$ cat src/rtl/dmem_port_arbiter.sv
// ---------------------------------------------------------------------------
// dmem_port_arbiter
//
// Purpose:
//   Shares one single-port, synchronous-read data memory between the CPU
//   MEM stage and the UART debug/loader port. One requester is granted per
//   cycle. The CPU wins contested cycles until debug has waited MAX_DBG_WAIT
//   contested cycles, after which debug is forced a grant. Each read response
//   is steered back to the requester that issued it, one cycle after grant.
//
// Ports:
//   clk, rst_n                 clock, asynchronous active-low reset
//   cpu_req/we/be/addr/wdata   CPU access request (level, held while stalled)
//   cpu_stall                  CPU lost arbitration (or arbiter not ready)
//   cpu_rvalid, cpu_rdata      CPU load return
//   dbg_req/we/addr/wdata      debug access request (level, held until gnt)
//   dbg_gnt                    debug request accepted this cycle
//   dbg_rvalid, dbg_rdata      debug read return
//   mem_en/we/be/addr/wdata    memory command from the winning requester
//   mem_rdata                  memory read data (valid cycle after a read)
// ---------------------------------------------------------------------------
module dmem_port_arbiter #(
    parameter int ADDR_WIDTH   = 7,
    parameter int DATA_WIDTH   = 32,
    parameter int MAX_DBG_WAIT = 4
) (
    input  logic                  clk,
    input  logic                  rst_n,
    input  logic                  cpu_req,
    input  logic                  cpu_we,
    input  logic [3:0]            cpu_be,
    input  logic [ADDR_WIDTH-1:0] cpu_addr,
    input  logic [DATA_WIDTH-1:0] cpu_wdata,
    output logic                  cpu_stall,
    output logic                  cpu_rvalid,
    output logic [DATA_WIDTH-1:0] cpu_rdata,
    input  logic                  dbg_req,
    input  logic                  dbg_we,
    input  logic [ADDR_WIDTH-1:0] dbg_addr,
    input  logic [DATA_WIDTH-1:0] dbg_wdata,
    output logic                  dbg_gnt,
    output logic                  dbg_rvalid,
    output logic [DATA_WIDTH-1:0] dbg_rdata,
    output logic                  mem_en,
    output logic                  mem_we,
    output logic [3:0]            mem_be,
    output logic [ADDR_WIDTH-1:0] mem_addr,
    output logic [DATA_WIDTH-1:0] mem_wdata,
    input  logic [DATA_WIDTH-1:0] mem_rdata
);

    // Owner of the read whose data appears on mem_rdata this cycle.
    localparam logic [1:0] OWN_NONE = 2'd0;
    localparam logic [1:0] OWN_CPU  = 2'd1;
    localparam logic [1:0] OWN_DBG  = 2'd2;

    localparam logic [3:0] MAX_WAIT_C = 4'(MAX_DBG_WAIT);

    logic       arb_ready_r;
    logic [3:0] wait_cnt_r;
    logic [1:0] rd_owner_r;

    logic       cpu_gnt_s;
    logic       dbg_gnt_s;
    logic [3:0] wait_cnt_nxt_s;
    logic [1:0] rd_owner_nxt_s;

    // Grant decision: single requester wins; on contention the CPU wins
    // unless debug has already waited the full bound.
    always_comb begin
        cpu_gnt_s = 1'b0;
        dbg_gnt_s = 1'b0;
        if (arb_ready_r) begin
            if (dbg_req && (!cpu_req || (wait_cnt_r == MAX_WAIT_C))) begin
                dbg_gnt_s = 1'b1;
            end else if (cpu_req) begin
                cpu_gnt_s = 1'b1;
            end else begin
                cpu_gnt_s = 1'b0;
            end
        end else begin
            cpu_gnt_s = 1'b0;
            dbg_gnt_s = 1'b0;
        end
    end

    // Memory command mux; idle command keeps we/be low so a disabled
    // cycle never looks like a write.
    always_comb begin
        mem_en    = 1'b0;
        mem_we    = 1'b0;
        mem_be    = 4'b0000;
        mem_addr  = cpu_addr;
        mem_wdata = cpu_wdata;
        case ({dbg_gnt_s, cpu_gnt_s})
            2'b01: begin
                mem_en    = 1'b1;
                mem_we    = cpu_we;
                mem_be    = cpu_be;
                mem_addr  = cpu_addr;
                mem_wdata = cpu_wdata;
            end
            2'b10: begin
                mem_en    = 1'b1;
                mem_we    = dbg_we;
                mem_be    = 4'b1111;
                mem_addr  = dbg_addr;
                mem_wdata = dbg_wdata;
            end
            default: begin
                mem_en = 1'b0;
                mem_we = 1'b0;
                mem_be = 4'b0000;
            end
        endcase
    end

    // Contention counter: counts CPU wins while debug waits, saturating at
    // the bound so the forced debug grant happens exactly once per wait.
    always_comb begin
        wait_cnt_nxt_s = wait_cnt_r;
        if (dbg_gnt_s || !dbg_req) begin
            wait_cnt_nxt_s = 4'd0;
        end else if (cpu_gnt_s) begin
            if (wait_cnt_r == MAX_WAIT_C) begin
                wait_cnt_nxt_s = wait_cnt_r;
            end else begin
                wait_cnt_nxt_s = wait_cnt_r + 4'd1;
            end
        end else begin
            wait_cnt_nxt_s = wait_cnt_r;
        end
    end

    // Read-return tag: remember who issued this cycle's read, writes and
    // idle cycles leave nothing in flight.
    always_comb begin
        rd_owner_nxt_s = OWN_NONE;
        if (cpu_gnt_s && !cpu_we) begin
            rd_owner_nxt_s = OWN_CPU;
        end else if (dbg_gnt_s && !dbg_we) begin
            rd_owner_nxt_s = OWN_DBG;
        end else begin
            rd_owner_nxt_s = OWN_NONE;
        end
    end

    // Arbiter state; async reset discards any in-flight read immediately.
    always_ff @(posedge clk or negedge rst_n) begin
        if (!rst_n) begin
            arb_ready_r <= 1'b0;
            wait_cnt_r  <= 4'd0;
            rd_owner_r  <= OWN_NONE;
        end else begin
            arb_ready_r <= 1'b1;
            wait_cnt_r  <= wait_cnt_nxt_s;
            rd_owner_r  <= rd_owner_nxt_s;
        end
    end

    assign cpu_stall  = cpu_req & ~cpu_gnt_s;
    assign dbg_gnt    = dbg_gnt_s;
    assign cpu_rvalid = (rd_owner_r == OWN_CPU);
    assign dbg_rvalid = (rd_owner_r == OWN_DBG);
    // Data is shared; each side qualifies it with its own rvalid.
    assign cpu_rdata  = mem_rdata;
    assign dbg_rdata  = mem_rdata;

endmodule

$ cat config.mk
export PLATFORM = sky130hd
export DESIGN_NAME = dmem_port_arbiter
export DESIGN_NICKNAME = d
export VERILOG_FILES = /design/src/rtl/dmem_port_arbiter.sv
export SDC_FILE = /design/constraint.sdc
export NUM_CORES = 1
export LEC_CHECK = 0
export CAP_MARGIN = 20
export CORE_AREA = 3 3 89 91
export CTS_CLUSTER_SIZE = 30
export DETAILED_ROUTE_END_ITERATION = 7
export DIE_AREA = 0 0 92 94
export PLACE_DENSITY = 0.78
export SLEW_MARGIN = 20
export SYNTH_ARGS = -nofsm -noshare
export SYNTH_HDL_FRONTEND = slang
export SYNTH_SLANG_ARGS = --single-unit
$ cat constraint.sdc
create_clock -name clk -period 2.4 [get_ports clk]
set_input_delay 0.24 -clock clk [delete_from_list [all_inputs] [get_ports clk]]
set_output_delay 0.24 -clock clk [all_outputs]
set_load 0.1 [all_outputs]
**Yosys cells after proc, flatten, opt, wreduce, memory -nomap -nowiden**

Cells that the tools add are included.

- Bits in latches: 0
- Bits of input ports: 120
- Bits in read-only memories: 0
- Flip-flop bits (word level): 7
- RAM bits: 0
- Output and inout bits: 113
- Memories: 0

- Div/mod/pow operators: 0
- Bitwise operators: 2
- Shifts and indexed selects: 0
- Reduce and logical (&&, ||, !) cells: 12
- $mul: 0
- Magnitude comparators: 0
- Multiplexer cells: 15
- Add/subtract/negate cells: 1
- Equal/unequal tests: 6

Operators with widths:

| operator | count |
|---|---|
| 32-bit two-way mux | 1 |
| 4-bit two-way mux | 3 |
| 4-bit one-hot mux with 2 select lines | 1 |
| 7-bit two-way mux | 1 |
| 1-bit two-way mux | 6 |
| 4-bit by 1-bit adder with 4-bit output, second input constant | 1 |
| 2-bit by 1-bit equality test with 1-bit output, second input constant | 2 |
| 2-bit equality test, second input constant | 2 |
| 4-bit by 3-bit equality test with 1-bit output, second input constant | 1 |
| 1-bit logical NOT | 4 |
| 2-bit two-way mux | 2 |
| 1-bit logical AND | 3 |
| 1-bit logical OR | 2 |
| 2-bit != test, second input constant | 1 |
| 1-bit one-hot mux with 2 select lines | 1 |
| 2-bit AND reduction | 1 |
| 2-bit nonzero test | 1 |
| 2-bit OR reduction | 1 |
| 1-bit bitwise AND | 1 |
| 1-bit NOT | 1 |

**Depth between registers and ports, before layout**

Gate-level depths: netlist (run 1).

- Depth after elaboration: 8
- Gate-level depth with buffers: 6
- Mapped depth without buffers: 5

**Worst setup path after synthesis (run 1)**

Ideal clock, no wire load.

- Path kind: register to output
- From: reg wait_cnt_r[0]
- To: out mem_be[0]
- Path slack: -0.995 ns
- Data arrival time: 3.155 ns
- Stages on the path, launching flop included: 6
- Data required time: 2.160 ns
- Path through: dfrtp_1 inv_1 ha_1 and3b_1 o21ai_0 a21boi_0

- Longest elaborated chain between the ends: 7

Ends and longest elaborated chain:

| item | line | RTL |
|---|---|---|
| start, declared | 60 | `logic [3:0] wait_cnt_r;` |
| start signal, assigned | 156 | `wait_cnt_r <= wait_cnt_nxt_s;` |
| 4-bit by 3-bit equality test with 1-bit output * | 74 | `if (dbg_req && (!cpu_req \|\| (wait_cnt_r == MAX_WAIT_C))) begin` |
| 1-bit logical OR * | 74 |  |
| 1-bit logical AND * | 74 |  |
| 1-bit two-way mux | 74 |  |
| 1-bit two-way mux | 73 | `if (arb_ready_r) begin` |
| 2-bit equality test or 2-bit by 1-bit equality test with 1-bit output (tied branches) | 95 | `case ({dbg_gnt_s, cpu_gnt_s})` |
| 4-bit one-hot mux with 2 select lines * | 95 |  |
| end, declared | 46 | `output logic [3:0] mem_be,` |

Every way passes the cells marked *; elsewhere a longest branch is shown, timed or not.

**Worst setup path in the final report (run 1)**

- From: reg wait_cnt_r[0]
- To: out mem_wdata[23]

- Longest elaborated chain between the ends: 7

Ends and longest elaborated chain:

| item | line | RTL |
|---|---|---|
| 4-bit by 3-bit equality test with 1-bit output * | 74 |  |
| 1-bit logical OR * | 74 |  |
| 1-bit logical AND * | 74 |  |
| 1-bit two-way mux | 74 |  |
| 1-bit two-way mux | 73 |  |
| 2-bit equality test * | 95 |  |
| 32-bit two-way mux * | 95 |  |
| end, declared | 48 | `output logic [DATA_WIDTH-1:0] mem_wdata,` |

Marked as above.

==> impl_metrics.tcl, run 1 <==
set metrics [dict create \
    synth_enable_flop_cells 0 \
    dp.cells 330 \
    p_seq_share_pct 10.4 \
    portBuffers 136 \
    die_h_um 94 \
    clock_tree.root_cell "clkbuf_8" \
    combPwrFrac_pct 76.7 \
    rows 31 \
    r2r_setup_slack_ns 0.94 \
    worstPathCellList "inv_1, ha_2, nand3b_4, a21oi_4, buf_12, clkbuf_16, mux2_2, buf_12" \
    setup_violations 0 \
    ant_nets 0 \
    ir_worst_vdd_v 0.000168 \
    nFillCells 726 \
    diodes 0 \
    switching_share_pct 48.2 \
    p_sw_uw 589 \
    synth_simple_gate_area_share_pct 9.47 \
    grt_pass1_vias 1490 \
    rsz0062_at_grt "false" \
    drv_cap 0 \
    ys_types 28 \
    r2r_cells 5 \
    coreArea_um2 7210 \
    finClkSkew_ns 0.00339 \
    initial_core_util_pct 20.2 \
    final_max_slew_viol_count 0 \
    p_clk_share_pct 13.0 \
    cellPowerDensity_nw_per_um2 404 \
    internal_power_uw 633 \
    layout_commonest_cell "clkdlybuf4s50_1" \
    grt_max_degree 33 \
    yosys_most_used_dff "dfrtp_1" \
    num_vias 1367 \
    drcViolationCount 0 \
    hold_buffers 0 \
    nNetsFinal 361 \
    final_cell_count_no_fill 337 \
    setup_tns_ns 0 \
    worstSetupPathType "register to output pin" \
    run_status "finished, final reports clean" \
    yosysSeqAreaShare_pct 12.0 \
    finalHoldViolations 0 \
    slowest_stage "dfrtp_1" \
    synth_fa_ha_area_share_pct 1.72 \
    routed_via_density 4.06 \
    grt_overflow_total 0 \
    syn_area_um2 1450 \
    antenna_found_initial 0 \
    synthArstFlopShare_pct 100 \
    synth-xor-area-share_pct 0 \
    synthMuxAreaShare_pct 30.2 \
    grt_pass1_wl_um 7560 \
    ys_seq_elements 7 \
    areaGrowthSynthToFinish_pct 108 \
    clk_pin_slew_ns 0.04 \
    cts.htree.levels 1 \
    drt-total-wl_um 5290 \
    required_ns 2.16 \
    r2r-end "rd_owner_r[0]" \
    endpoint_kind "output pin" \
    dp_hpwl_um 4590 \
    fin_crit_sh_pct 95.1 \
    clockBufferDepth 2 \
    dr.pass1.iters 4 \
    synth_top_area_share_pct 33.0 \
    synth_top_family_by_area "buffers and inverters" \
    drt_first_iter_violations 16 \
    fmaxAchievable_mhz 438 \
    synthesis.instances 163 \
    min_period_ns 2.28 \
    layout-drive-gt1-share_pct 41.2 \
    crit_path_max_incr_delay_ns 0.40 \
    hold_path_class "input pin to async pin" \
    cts_buffers 3 \
    cp-start-kind "register" \
    leakage_uw 0.00122 \
    syn_nets 285 \
    fin_area_um2 3020 \
    cts_tree "done" \
    synth_compound_area_share_pct 8.18 \
    cpMostUsedCell "buf_12" \
    die_w_um 92 \
    ys.warnings.count 0 \
    critPathMaxFanout 16 \
    whs_ns 0.270 \
    synth.largest_area_cell "buf_4" \
    r2r_start "wait_cnt_r[0]" \
    arrival_ns 2.04 \
    dieArea_um2 8650 \
    place_congestion 0.728 \
    io_pins 233 \
    routedWlPerCell_um 15.7 \
    clk_latency_ns 0.22 \
    clock-sinks 7 \
    track_usage_pct 11.1 \
    syn_area_per_cell_um2 8.92 \
    ys_top_cells_by_area "buf_4, mux2_2, dfrtp_1" \
    mostFrequentLayoutCells "clkdlybuf4s50_1, buf_12, mux2_2" \
    placed_area_um2 2900 \
]
[cells in the mapped netlist, types with 2 or more instances]
library cell and number:
buf_4 64, mux2_2 36, nand2_1 8, dfrtp_1 7, a21boi_0 5, buf_6 4
inv_1 4, nand3_1 4, nor2b_1 4, mux2_1 3, o21ai_0 3, a21oi_1 2
and3b_1 2, buf_2 2, ha_1 2
[per-stage QoR]
stage | worst slack, ns | power, uW | util, %
3_5_place_dp | 0.228 | 1060 | 40.2
5_1_grt | 0.0289 | 1270 | 41.9
3_3_place_gp | 0.254 | 1050 | 40.2
2_1_floorplan | -0.255 | 1140 | -
4_1_cts | 0.0598 | 1230 | 40.9
6_report | 0.118 | 1220 | 41.9
[registers in the layout, indices dropped and copies added (netlist names)]
register	count
arb_ready_r	1
wait_cnt_r	4
rd_owner_r	2
[worst max-delay path by stage]
| stage | from | end | slack, ns | cells past startpoint |
|---|---|---|---|---|
| final | wait_cnt_r[0] | mem_wdata[23] | 0.12 | 8 |
| after global routing | wait_cnt_r[0] | mem_wdata[23] | 0.03 | 8 |
| after CTS | wait_cnt_r[0] | mem_addr[2] | 0.06 | 7 |
| after detailed placement | cpu_req | mem_addr[2] | 0.23 | 5 |
| after global placement | cpu_req | mem_addr[6] | 0.25 | 5 |
| after floorplan | wait_cnt_r[0] | mem_be[0] | -0.25 | 5 |
[kinds of logic after synthesis]
kind of cell,count (synthesis)
buffers and inverters,75
multiplexers,39
flip-flops,7
other,1
adder cells (fa/ha/maj),2
AND/OR/NAND/NOR,23
AO/OA/AOI/OAI,16
[per-layer routing]
layer | global-route usage [%] | wire (um) | share of wire [%] | up-vias
met2 | 19.7 | 2760 | 52 | 88
li1 | - | - | - | 635
met4 | 4.46 | 121 | 2.3 | 0
met1 | 12.0 | 1870 | 35 | 626
met3 | 4.17 | 529 | 10 | 18
met5 | 0 | 0 | 0 | -
[timing repair]
action | 4_1_cts | 5_1_grt
resized for setup | 0 | 2
setup buffers | 0 | 1
endpoints found under the setup margin | 0 | 3
[critical path: cells and delay by family (launching register included)]
family / cells / cell delay (ns)
buf+inv: 4 / 0.57
flops: 1 / 0.40
mux: 1 / 0.37
fa+ha+maj: 1 / 0.22
compound gates: 1 / 0.15
simple gates: 1 / 0.09
[layout make-up]
| type | count | area, um^2 | area share [%] |
|---|---|---|---|
| Clock buffer | 4 | 45.0 | 1.49 |
| Inverter | 4 | 15.0 | 0.496 |
| Multi-Input combinational cell | 81 | 729 | 24.1 |
| Sequential cell | 7 | 175 | 5.79 |
| Tap cell | 99 | 124 | 4.10 |
| Timing Repair Buffer | 142 | 1940 | 64.0 |
[power by group through the flow]
stage | sequential [uW] | combinational, uW | clock [uW]
after floorplan | 126 | 1020 | 0
after global routing | 127 | 964 | 179
after CTS | 127 | 933 | 166
final | 127 | 937 | 158
after detailed placement | 128 | 931 | 0
after global placement | 128 | 924 | 0
No activity file was read; power rests on OpenSTA's default activity.
==> inputs of run 2 (changes only) <==
--- a/config.mk
+++ b/config.mk
@@ -10,8 +10,9 @@
 export CTS_CLUSTER_SIZE = 30
 export DETAILED_ROUTE_END_ITERATION = 7
 export DIE_AREA = 0 0 92 94
-export PLACE_DENSITY = 0.78
-export SLEW_MARGIN = 20
+export DONT_BUFFER_PORTS = 1
+export HOLD_SLACK_MARGIN = 0.06
+export PLACE_DENSITY = 0.37
 export SYNTH_ARGS = -nofsm -noshare
 export SYNTH_HDL_FRONTEND = slang
 export SYNTH_SLANG_ARGS = --single-unit
==> impl_metrics.tcl, run 2 (same netlist as run 1, synthesis figures left out) <==
set metrics [dict create \
    p_sw_uw 519 \
    place_ws_ns 0.298 \
    largestRegisters "wait_cnt_r (4), rd_owner_r (2), arb_ready_r (1)" \
    dieArea_um2 8650 \
    nNetsFinal 237 \
    antenna_found_initial 0 \
    die_h_um 94 \
    run_status "finished, final reports clean" \
    drt-total-wl_um 3820 \
    setup_violations 0 \
    grt_overflow_total 0 \
    whs_ns 0.0805 \
    final_util_pct 17.7 \
    cts_tree "done" \
    mostFrequentLayoutCells "mux2_2, buf_4, nand2_1" \
    dr.pass1.iters 3 \
    final_max_slew_viol_count 0 \
    routedWlPerCell_um 18.0 \
    dp_hpwl_um 3400 \
    ant_nets 0 \
    worstPathCellList "inv_1, ha_1, nand3b_4, a21oi_4, buf_12, mux2_2" \
    grt_pass1_vias 935 \
    endpoint_kind "output pin" \
    io_pins 233 \
    place_congestion 0.794 \
    drv_cap 0 \
    layout-drive-gt1-share_pct 57.0 \
    die_w_um 92 \
    rows 31 \
    diodes 0 \
    routed_via_density 4.19 \
    setup_tns_ns 0 \
    hold_path_class "input pin to register" \
    areaGrowthSynthToFinish_pct -12.2 \
    p_seq_share_pct 14.8 \
    drcViolationCount 0 \
    regMostFlops "wait_cnt_r" \
    fmaxAchievable_mhz 430 \
    slowest_stage "mux2_2" \
    clk_latency_ns 0.22 \
    coreArea_um2 7210 \
    clk_pin_slew_ns 0.04 \
    cellPowerDensity_nw_per_um2 657 \
    switching_share_pct 61.9 \
    arrival_ns 2.09 \
    drt_first_iter_violations 21 \
    cp-start-kind "register" \
    track_usage_pct 7.66 \
    clock-sinks 7 \
    crit_path_max_incr_delay_ns 0.59 \
    worstSetupPathType "register to output pin" \
    post_cts_buffers 0 \
    fin_crit_sh_pct 97.0 \
    critPathMaxFanout 38 \
    post-route-worst-setup-slack_ns 0.0718 \
    finClkSkew_ns 0.000509 \
    finalHoldViolations 0 \
    slew_headroom_pct 64.2 \
    clockBufferDepth 2 \
    cts.htree.levels 1 \
    rsz0062_at_grt "true" \
    required_ns 2.16 \
    cts_buffers 3 \
    worst_pin_slew_ns 0.539 \
    ir_worst_vdd_v 0.000157 \
    combPwrFrac_pct 66.3 \
    p_clk_share_pct 18.8 \
    leakage_uw 0.000489 \
    largest_register_ff_count 4 \
    internal_power_uw 319 \
    clock_tree.root_cell "clkbuf_8" \
    num_vias 892 \
    min_period_ns 2.33 \
    portBuffers 0 \
    layout_commonest_cell "mux2_2" \
    grt_pass1_wl_um 5070 \
    grt_max_degree 39 \
    initial_core_util_pct 20.2 \
]
[run 2: cell types whose count changed in the layout (fill, tap and decap cells not counted), sizes merged]
cell           previous run  this run
clkdlybuf4s50            87         0
clkbuf                    6         4
dlygate4sd3               0         1
buf                      53        17
[run 2: layout make-up]
cell class              count  area (um^2)
inverters                   4         15.0
flip-flops and latches      7          175
multi-input cells          81          754
well taps                  99          124
fillers                   823         5940
repair buffers             18          163
clock buffers               4         45.0
[run 2: what timing repair did]
item | CTS | global route
endpoints found under the hold margin | 7 | 0
resized for setup | 0 | 3
setup endpoints to repair | 0 | 34
hold buffers | 1 | 0
[run 2: critical path, delay by kind of cell, from the launching register on]
kind | cells | cell delay (ns)
multiplexers | 1 | 0.59
AO/OA/AOI/OAI | 1 | 0.19
AND/OR/NAND/NOR | 1 | 0.11
buffers and inverters | 2 | 0.31
flip-flops | 1 | 0.40
adder cells (fa/ha/maj) | 1 | 0.23
[run 2: metal layers]
metal / up-vias / global-route usage (%) / wire length [um]
met5: - / 0 / 0
met4: 0 / 5.32 / 165
met3: 24 / 4.01 / 622
met2: 91 / 10.9 / 1720
met1: 391 / 8.74 / 1320
li1: 386 / - / -
[run 2: worst paths after layout]
check,depth (start not counted),slack (ns),from,to
worst max register to register,6,0.86,wait_cnt_r[0],rd_owner_r[0]
max in group asynchronous,1,1.81,rst_n,rd_owner_r[1]
worst max-delay path,6,0.07,wait_cnt_r[0],mem_wdata[30]
min in group asynchronous,1,0.35,rst_n,wait_cnt_r[2]
worst min-delay path,1,0.08,cpu_we,rd_owner_r[0]
worst min register to register,2,0.58,wait_cnt_r[1],wait_cnt_r[1]
[run 2: metrics by stage]
stage / area, um^2 / total power [uW] / cells
floorplan: 1460 / 1140 / 163
global placement: 1210 / 680 / 208
detailed placement: 1210 / 681 / 208
CTS: 1270 / 848 / 213
global route: 1280 / 867 / 213
finish: 1280 / 838 / 213
[run 2: power groups by stage]
stage | Combinational (uW) | Clock [uW] | Sequential [uW]
final | 556 | 158 | 124
after global routing | 569 | 173 | 125
after CTS | 559 | 165 | 124
after detailed placement | 555 | 0 | 126
after global placement | 554 | 0 | 126
after floorplan | 1020 | 0 | 126
==> inputs of run 3 (changes only) <==
==> config.mk (replaced) <==
export PLATFORM = sky130hd
export DESIGN_NAME = dmem_port_arbiter
export DESIGN_NICKNAME = d
export VERILOG_FILES = /design/src/rtl/dmem_port_arbiter.sv
export SDC_FILE = /design/constraint.sdc
export NUM_CORES = 1
export LEC_CHECK = 0
export CAP_MARGIN = 40
export CORE_AREA = 2 2 91 93
export CTS_CLUSTER_SIZE = 30
export DETAILED_ROUTE_END_ITERATION = 7
export DIE_AREA = 0 0 93 95
export DONT_BUFFER_PORTS = 1
export HOLD_SLACK_MARGIN = 0.06
export PLACE_DENSITY = 0.35
export SETUP_SLACK_MARGIN = 0.5
export SYNTH_ARGS = -nofsm -noshare
export SYNTH_HDL_FRONTEND = slang
export SYNTH_SLANG_ARGS = --single-unit
==> impl_metrics.tcl, run 3 (same netlist as run 1, synthesis figures left out) <==
set metrics [dict create \
    initial_core_util_pct 18.3 \
    clock_tree.root_cell "clkbuf_8" \
    clock-sinks 7 \
    antenna_found_initial 0 \
    setup_violations 0 \
    cpMostUsedCell "buf_12" \
    run_status "finished, final reports clean" \
    clk_pin_slew_ns 0.04 \
    mostFrequentLayoutCells "buf_12, mux2_4, mux2_2" \
    cts.htree.levels 1 \
    routedWlPerCell_um 16.9 \
    worstPathCellList "inv_2, ha_4, nand3b_4, a21oi_4, buf_12, mux2_2, buf_12" \
    die_h_um 95 \
    fmaxAchievable_mhz 455 \
    drcViolationCount 0 \
    endpoint_kind "output pin" \
    ir_worst_vdd_v 0.000166 \
    worstSetupPathType "register to output pin" \
    final_max_slew_viol_count 0 \
    nNetsFinal 258 \
    crit_path_max_incr_delay_ns 0.41 \
    slew_headroom_pct 58.6 \
    cellPowerDensity_nw_per_um2 514 \
    arrival_ns 1.96 \
    clockBufferDepth 2 \
    grt_pass1_vias 915 \
    num_vias 962 \
    dp.cells 224 \
    coreArea_um2 7930 \
    regMostFlops "wait_cnt_r" \
    fin_crit_sh_pct 91.6 \
    layout-drive-gt1-share_pct 71.1 \
    rsz0062_at_grt "true" \
    required_ns 2.16 \
    areaGrowthSynthToFinish_pct 34.9 \
    dieArea_um2 8840 \
    dp_hpwl_um 3050 \
    min_period_ns 2.20 \
    drv_cap 0 \
    portBuffers 0 \
    critPathMaxFanout 19 \
    diodes 0 \
    rows 33 \
    worst_pin_slew_ns 0.620 \
    clk_latency_ns 0.23 \
    largestRegisters "wait_cnt_r (4), rd_owner_r (2), arb_ready_r (1)" \
    drt_first_iter_violations 19 \
    final_util_pct 24.7 \
    dr.pass1.iters 4 \
    routed_via_density 4.01 \
    slowest_stage "dfrtp_1" \
    final_cell_count_no_fill 240 \
    io_pins 233 \
    largest_register_ff_count 4 \
    setup_tns_ns 0 \
    hold_path_class "input pin to register" \
    ant_nets 0 \
    track_usage_pct 7.14 \
    cts_tree "done" \
    finClkSkew_ns 0.00307 \
    layout_commonest_cell "buf_12" \
    grt_max_degree 20 \
    place_congestion 0.656 \
    grt_overflow_total 0 \
    cp-start-kind "register" \
    die_w_um 93 \
    leakage_uw 0.000815 \
    cts_buffers 3 \
    finalHoldViolations 0 \
    grt_pass1_wl_um 4880 \
    drt-total-wl_um 4050 \
]
==> run 3: stage by stage <==
step | area, um^2 | total power (uW) | hold WS (ns) | worst slack, ns
2_1_floorplan | 1620 | 1180 | -0.0556 | 0.467
3_3_place_gp | 1640 | 786 | -0.0553 | 0.384
3_5_place_dp | 1640 | 789 | -0.0552 | 0.305
4_1_cts | 1890 | 1010 | 0.0698 | 0.169
5_1_grt | 1960 | 1040 | 0.0701 | 0.135
6_report | 1960 | 1010 | 0.0772 | 0.202
==> run 3: final timing paths <==
check                              startpoint            end  slack (ns)  depth (start not counted)
worst max-delay path            wait_cnt_r[0]    mem_addr[6]        0.20                          7
worst min-delay path                   dbg_we  rd_owner_r[1]        0.08                          1
worst max register to register  wait_cnt_r[0]  rd_owner_r[1]        0.67                          9
worst min register to register  wait_cnt_r[0]  wait_cnt_r[0]        0.60                          2
max in group asynchronous               rst_n  wait_cnt_r[2]        1.74                          1
min in group asynchronous               rst_n    arb_ready_r        0.38                          1
==> run 3: worst max-delay path: cells and delay by family (launching register included) <==
family	cells	cell delay, ns
muxes	1	0.39
AOI/OAI and AO/OA	1	0.22
adders and majority gates	1	0.14
buffers and inverters	3	0.47
and+or+nand+nor	1	0.09
DFF	1	0.41
==> run 3: cell type report <==
cell class,instances,area (um^2)
Multi-Input combinational cell,81,910
Inverter,4,15.0
Timing Repair Buffer,39,686
Fill cell,857,5970
Tap cell,105,131
Sequential cell,7,175
Clock buffer,4,45.0
==> run 3: where the power goes <==
| part | internal (uW) | switching (uW) | total (uW) |
|---|---|---|---|
| registers | 122 | 2.60 | 124 |
| clock network | 115 | 55.6 | 171 |
| logic | 210 | 503 | 713 |
| total | 447 | 561 | 1010 |
==> run 3: timing repair <==
action | in CTS | in global routing
hold endpoints to repair | 7 | 0
setup buffers | 7 | 0
hold buffers | 1 | 0
cloned | 1 | 3
pin swaps | 5 | 4
resized for setup | 23 | 2
setup endpoints to repair | 47 | 47
==> run 3: per-layer routing <==
metal  track usage (%)  vias up  routed length, um
met4              2.33        0                 78
met3              3.75       13                464
met1              8.63      446               1450
li1                  -      428                  -
met2              10.9       75               2060
met5                 0        -                  0
